--- src/rtl/store_drain_arbiter.sv ---
// store_drain_arbiter: owns the single data-memory port and shares it between
// load-unit reads and the drain of committed stores.
//   - LOAD_PRI: loads win unless a valid store has waited STARVE_LIMIT cycles.
//   - DRAIN   : stores win while the committed backlog is being worked down.
// Memory-port outputs are registered; RAM read latency is one cycle.
// Optional build macro ARB_STATS_EN adds the stat_ld_stall / stat_drain_cycles
// saturating counters.
//
// Handshakes: a load transfers in a cycle where ld_req_valid && ld_req_ready;
// ld_req_ready is combinational and is only ever high while ld_req_valid is
// high and flush is low. A store is consumed in a cycle where st_valid &&
// st_pop; st_pop is combinational and only high while st_valid is high.
module store_drain_arbiter #(
  parameter int DRAIN_HI     = 12,
  parameter int DRAIN_LO     = 4,
  parameter int STARVE_LIMIT = 8
) (
  input  logic        clk,
  input  logic        reset,
  input  logic        flush,
  input  logic        ld_req_valid,
  input  logic [15:0] ld_req_addr,
  output logic        ld_req_ready,
  output logic        ld_resp_valid,
  output logic [15:0] ld_resp_data,
  input  logic        st_valid,
  input  logic [15:0] st_addr,
  input  logic [15:0] st_data,
  input  logic [4:0]  st_count,
  output logic        st_pop,
  output logic        mem_en,
  output logic        mem_we,
  output logic [15:0] mem_addr,
  output logic [15:0] mem_wdata,
  input  logic [15:0] mem_rdata,
  output logic        drain_busy,
`ifdef ARB_STATS_EN
  output logic [15:0] stat_ld_stall,
  output logic [15:0] stat_drain_cycles,
`endif
  output logic        state_dbg
);

  // Reject illegal watermark / starvation settings at elaboration.
  if (!(DRAIN_LO < DRAIN_HI && DRAIN_HI <= 16 && STARVE_LIMIT >= 1)) begin : g_param_check
    $error("store_drain_arbiter: need DRAIN_LO < DRAIN_HI <= 16 and STARVE_LIMIT >= 1");
  end

  localparam int SW = $clog2(STARVE_LIMIT + 1);
  localparam logic [4:0]    HI_MARK   = 5'(DRAIN_HI);
  localparam logic [4:0]    LO_MARK   = 5'(DRAIN_LO);
  localparam logic [SW-1:0] STARVE_MX = SW'(STARVE_LIMIT);

  typedef enum logic {
    LOAD_PRI = 1'b0,
    DRAIN    = 1'b1
  } arb_state_t;

  arb_state_t    state, state_nxt;
  logic [SW-1:0] starve_cnt, starve_nxt;
  logic          ld_elig;
  logic          grant_ld, grant_st;
  logic          rd_pend;       // read is on the memory port this cycle
  logic          resp_q;        // read data is on mem_rdata this cycle
  logic [15:0]   resp_data_q;   // last delivered load data

  assign ld_elig      = ld_req_valid & ~flush;
  assign ld_req_ready = grant_ld;
  assign st_pop       = grant_st;
  assign drain_busy   = (state == DRAIN);
  assign state_dbg    = state;

  // Response is presented straight from the RAM output, then held.
  assign ld_resp_valid = resp_q;
  assign ld_resp_data  = resp_q ? mem_rdata : resp_data_q;

  // Grant selection, starvation counting and watermark transitions.
  always_comb begin
    grant_ld   = 1'b0;
    grant_st   = 1'b0;
    state_nxt  = state;
    starve_nxt = starve_cnt;
    case (state)
      LOAD_PRI: begin
        if (ld_elig && (starve_cnt < STARVE_MX)) grant_ld = 1'b1;
        else if (st_valid)                       grant_st = 1'b1;
        if (!st_valid || grant_st)        starve_nxt = '0;
        else if (starve_cnt != STARVE_MX) starve_nxt = starve_cnt + SW'(1);
        if (st_count >= HI_MARK) state_nxt = DRAIN;
      end
      DRAIN: begin
        if (st_valid)     grant_st = 1'b1;
        else if (ld_elig) grant_ld = 1'b1;
        starve_nxt = '0;
        if (st_count <= LO_MARK) state_nxt = LOAD_PRI;
      end
      default: begin
        state_nxt  = LOAD_PRI;
        starve_nxt = '0;
      end
    endcase
  end

  // FSM state and starvation counter.
  always_ff @(posedge clk or posedge reset) begin
    if (reset) begin
      state      <= LOAD_PRI;
      starve_cnt <= '0;
    end else begin
      state      <= state_nxt;
      starve_cnt <= starve_nxt;
    end
  end

  // Registered memory port; address/data hold when nothing is granted.
  always_ff @(posedge clk or posedge reset) begin
    if (reset) begin
      mem_en    <= 1'b0;
      mem_we    <= 1'b0;
      mem_addr  <= '0;
      mem_wdata <= '0;
    end else begin
      mem_en <= grant_ld | grant_st;
      if (grant_st) begin
        mem_we    <= 1'b1;
        mem_addr  <= st_addr;
        mem_wdata <= st_data;
      end else if (grant_ld) begin
        mem_we   <= 1'b0;
        mem_addr <= ld_req_addr;
      end
    end
  end

  // Read tracking; a flush while the read is on the port kills its response.
  always_ff @(posedge clk or posedge reset) begin
    if (reset) begin
      rd_pend     <= 1'b0;
      resp_q      <= 1'b0;
      resp_data_q <= '0;
    end else begin
      rd_pend <= grant_ld;
      resp_q  <= rd_pend & ~flush;
      if (resp_q) resp_data_q <= mem_rdata;
    end
  end

`ifdef ARB_STATS_EN
  // Saturating activity counters.
  always_ff @(posedge clk or posedge reset) begin
    if (reset) begin
      stat_ld_stall     <= '0;
      stat_drain_cycles <= '0;
    end else begin
      if (ld_elig && !grant_ld && stat_ld_stall != 16'hFFFF)
        stat_ld_stall <= stat_ld_stall + 16'd1;
      if (state == DRAIN && stat_drain_cycles != 16'hFFFF)
        stat_drain_cycles <= stat_drain_cycles + 16'd1;
    end
  end
`endif

endmodule

--- config.mk ---
export PLATFORM = sky130hd
export DESIGN_NAME = store_drain_arbiter
export DESIGN_NICKNAME = d
export VERILOG_FILES = /design/src/rtl/store_drain_arbiter.sv
export SDC_FILE = /design/constraint.sdc
export NUM_CORES = 1
export LEC_CHECK = 0
export BUFFER_PORTS_ARGS = -buffer_cell sky130_fd_sc_hd__buf_4
export CORE_MARGIN = 3
export CORE_UTILIZATION = 25
export CTS_BUF_LIST = sky130_fd_sc_hd__clkbuf_8
export DETAILED_ROUTE_END_ITERATION = 6
export PLACE_DENSITY = 0.54
export SLEW_MARGIN = 25
export SYNTH_ARGS = -nofsm -noshare
export SYNTH_HDL_FRONTEND = slang
export SYNTH_SLANG_ARGS = --single-unit
--- constraint.sdc ---
create_clock -name clk -period 1.8 [get_ports clk]
set_input_delay 0.18 -clock clk [delete_from_list [all_inputs] [get_ports clk]]
set_output_delay 0.18 -clock clk [all_outputs]
set_load 0.005 [all_outputs]
## Word level (Yosys, flattened, before mapping)

Cells that the tools add are included.

| cells by class | value |
|---|---|
| add/subtract/negate cells | 1 |
| order comparisons | 3 |
| equality and inequality tests | 2 |
| multiplexer cells | 19 |
| bitwise logic cells | 5 |
| reductions and logical operators | 4 |

Operators by type and width:

| operator | number |
|---|---|
| $mux 16 | 3 |
| $mux 1 | 10 |
| $mux 4 | 2 |
| $pmux 4 s2 | 1 |
| $pmux 1 s2 | 3 |
| $ge 5x4->1 const B | 1 |
| $le 5x3->1 const B | 1 |
| $add 4x1->4 const B | 1 |
| $lt 4x4->1 const B | 1 |
| $ne 4x4->1 const B | 1 |
| $ne 3x3->1 const B | 1 |
| $and 1x1->1 | 2 |
| $not 1->1 | 2 |
| $reduce_bool 2->1 | 1 |
| $logic_and 1x1->1 | 1 |
| $logic_not 1->1 | 1 |
| $logic_or 1x1->1 | 1 |
| $or 1x1->1 | 1 |

| storage, ports and cells | value |
|---|---|
| flip-flop bits (word level) | 57 |
| bits of input ports | 74 |
| output and inout bits | 55 |

## Longest topological paths before layout

| depth | value |
|---|---|
| word-level depth | 8 |
| mapped depth | 6 |

## Worst setup path before layout

OpenSTA, ideal clock, no wires.

| timing | value |
|---|---|
| path type | register to register |
| start | reg state (netlist: drain_busy) |
| end | reg mem_wdata[10] |
| arrival time | 1.639 ns |
| required time | 1.675 ns |
| slack | 0.036 ns |
| stages on the path, launching flop included | 7 |
| path buffers | 2 |
| period minus slack after synthesis | 1.764 ns |
| cell sequence | dfrtp_1 > or4b_1 > buf_6 > nand2_8 > inv_6 > buf_12 > mux2_4 |

| on the way | value |
|---|---|
| longest elaborated chain between the ends | 2 |

Ends and longest elaborated chain:

| what | RTL line | text |
|---|---|---|
| start: declaration | 59 | `arb_state_t state, state_nxt;` |
| start signal: assignment | 110 | `state <= state_nxt;` |
| $not 1->1 | - |  |
| $pmux 1 s2 (*) | 83 | `case (state)` |
| via st_pop | 30 | `output logic st_pop,` |
| end signal: assignment | 127 | `mem_wdata <= st_data;` |
| end: declaration | 34 | `output logic [15:0] mem_wdata,` |

The timed path passes the listed nets; every way through them passes the cells marked *.
A chain may end at the register's enable or synchronous reset.

## Worst setup path after layout

| timing | value |
|---|---|
| start | reg starve_cnt[3] |
| end | reg mem_wdata[7] |

| on the way | value |
|---|---|
| longest elaborated chain between the ends | 5 |

Ends and longest elaborated chain:

| what | RTL line | text |
|---|---|---|
| start: declaration | 60 | `logic [SW-1:0] starve_cnt, starve_nxt;` |
| start signal: assignment | 111 | `starve_cnt <= starve_nxt;` |
| $lt 4x4->1 | 85 | `if (ld_elig && (starve_cnt < STARVE_MX)) grant_ld = 1'b1;` |
| $logic_and 1x1->1 | 85 |  |
| $mux 1 | 85 |  |
| $mux 1 | 83 |  |
| $pmux 1 s2 | 83 |  |

Every way passes these cells. The select of a mux whose other input is x is not followed.

==> summary.md <==
| Metric | Value |
|---|---|
| # setup viols final | `0` |
| Die height | `105 um` |
| Vias in the first global route | `2228` |
| Clk_lat worst skew | `between 0.3 and 0.4 ns` |
| TritonRoute pass-1 iters | `4` |
| Clk_skew | `between 0.009 and 0.01 ns` |
| Drt drc | `0` |
| Most frequent cells in the layout | `buf_4, dfrtp_1, mux2_2` |
| CORE AREA | `about 9400 sq um` |
| DR vias/cell | `between 4 and 5` |
| Placement Rows | `35` |
| Place WS | `between 0.1 and 0.15 ns` |
| Hold Crit Class | `input port to flop` |
| Nature of the critical path startpoint | `flop` |
| Fmax | `about 560 MHz` |
| Final wirelength | `approximately 7100 um` |
| Hold WS | `0.0435 ns` |
| Finished Core Util | `~41%` |
| Starting density of the core | `between 20% and 30%` |
| Final std cell area, no fill | `3840 sq um` |
| Mapped cell area | `approximately 2500 sq um` |
| Leading area contributor after synthesis | `dfrtp_1` |
| Post-synth top area share | `approximately 58%` |
| Final HPWL DP | `~5000 um` |
| RSZ-0062 raised after global routing | `yes` |
| Worst Tran Pin Value | `0.627 ns` |
| Worst EP arrival | `between 1.5 and 2 ns` |
| Outcome | `complete, no violations` |
| Worst slew margin | `about 58%` |
| Leak | `1.81 nW` |
| Max-cap check violation count | `0` |
| Worst Setup End Kind | `flop` |
| IO buf count | `128` |
| Worst Path Max Fanout | `12` |
| Antenna-violating nets left | `0` |
| Period minus WS final | `1.78 ns` |
| Root Driver | `clkbuf_8` |
| Setup CP Type | `flop to flop` |
| Nets@finish | `slightly below 400` |
| Cts bufs inserted | `9` |
| Syn_nets | `around 260` |
| Pwr dens | `~910 nW/um^2` |
| Number of DRC markers in iteration 0 | `75` |
| Cells after Synth | `180` |
| Synthesis-to-finish area growth | `56.4%` |
| Number of placed I/O pins | `129` |
| ANT cells | `0` |
| Fraction of layout cells with a size suffix above 1 | `about three fifths` |
| Antenna violations before repair | `0` |
| First-pass GRT wire length | `roughly 12000 um` |
| Most common cell after layout, fill and taps aside | `buf_4` |
| Synth Register Bits | `57` |
| Largest net degree at the start of global routing | `58` |
| Total power | `3.51 mW` |
| Clock Path Buffers | `2` |
| Wire per inst | `about 16 um` |
| Dpl cell area | `between 3000 and 4000 sq um` |
| Slew Limit Fails | `0` |
| Total Neg Setup Slack | `0 ns` |
| Die footprint | `about 11000 sq um` |
| GPL Wtd Cong | `0.699` |
| Final setup margin | `roughly 0.016 ns` |
| Yosys warnings | `0` |
| Worst VDD drop | `approximately 0.00044 V` |
| Die width | `105 um` |
| Global Route Usage Sum | `13.3%` |
| Post-synthesis cell type count | `29` |
| Req. time, crit path | `2.00 ns` |
| Clk sinks | `between 50 and 60` |
| Clock transition at path regs | `around 0.07 ns` |
| Layout Cells excl Fill | `around 450` |
| H-tree lvl count | `3` |
| Seq/Total Area, Yosys | `58.0%` |
| Final period util | `slightly below 100%` |
| Cells after DPL | `about 430` |
| Gr ovfl total | `0` |
| Final hold vios | `0` |
| Syn avg cell area | `~14 sq um` |
| CTS tree | `built` |
| Area contributors post-synth | `dfrtp_1, mux2_2, a2bb2oi_1` |
| Vias | `~2000` |
[cells in the mapped netlist]
cell type and count:
mux2_4 8, ha_1 2, or4b_1 1, dfrtp_1 57
nor4b_1 1, nand2_8 1, buf_2 2, xnor2_1 1
o21a_1 1, nand2b_1 1, buf_12 1, o21ai_0 17
a32oi_1 16, nand2_1 4, inv_6 1, a2bb2oi_1 16
a21o_1 1, and3_1 1, inv_1 4, nor2b_1 2
buf_4 1, buf_1 2, mux2_2 25, a21oi_1 1
mux2i_1 1, buf_6 1, clkbuf_1 7, nand3_1 1
nor2_1 3
[timing repair]
item / 4_1_cts / 5_1_grt
setup buffers: 0 / 4
hold buffers: 1 / 0
endpoints found under the setup margin: 2 / 2
gates resized for setup: 3 / 6
endpoints found under the hold margin: 57 / 0
pin swaps: 2 / 3
[cell families (layout without fill, tap and decap cells)]
| logic type | after synthesis | count (layout) | synth area share (%) |
|---|---|---|---|
| compound gates | 52 | 52 | 15.7 |
| xor+xnor | 1 | 1 | 0.356 |
| fa+ha+maj | 2 | 2 | 1.02 |
| buf+inv | 19 | 162 | 4.33 |
| flops | 57 | 57 | 58.0 |
| mux | 34 | 34 | 16.7 |
| simple gates | 15 | 15 | 3.87 |
[cell type report]
class / count / area [sq um]
clock buffer: 10 / 138
clock inverter: 6 / 58.8
fill: 926 / 5570
inverter: 5 / 35.0
multi-input combinational: 104 / 945
sequential: 57 / 1430
tap: 129 / 161
timing repair buffer: 141 / 1080
[registers in the layout (all words and copies together) (netlist names)]
signal / count
mem_we: 1
mem_addr: 16
rd_pend: 1
resp_data_q: 16
mem_en: 1
starve_cnt: 4
mem_wdata: 16
ld_resp_valid: 1
drain_busy: 1
[power by group]
part / total (mW) / switching (mW) / internal [mW]
Clock: 1.18 / 0.512 / 0.667
Combinational: 0.816 / 0.308 / 0.508
Sequential: 1.52 / 0.0663 / 1.45
Total: 3.51 / 0.886 / 2.63
[layer usage]
layer,wire [um],GRT usage [%],vias up
li1,-,-,950
met1,3200,17.3,998
met2,3190,19.5,98
met3,657,5.62,7
met4,68,5.62,0
met5,0,0,-
[path summary, 6_finish.rpt]
| path | startpoint | end | slack, ns | cells past startpoint |
|---|---|---|---|---|
| min reg2reg | rd_pend | ld_resp_valid | 0.46 | 1 |
| min | flush | ld_resp_valid | 0.04 | 2 |
| max in group asynchronous | reset | mem_wdata[7] | 1.05 | 4 |
| min in group asynchronous | reset | ld_resp_valid | 0.49 | 4 |
| max | starve_cnt[3] | mem_wdata[7] | 0.02 | 5 |
| max reg2reg | starve_cnt[3] | mem_wdata[7] | 0.02 | 5 |
[critical path, stage by stage, from the launching register on]
cell	delay, ns
dfrtp_1	0.41
or4b_4	0.60
nand2_8	0.13
inv_16	0.04
buf_4	0.18
mux2_4	0.30
(Power assumes the default switching activity.)
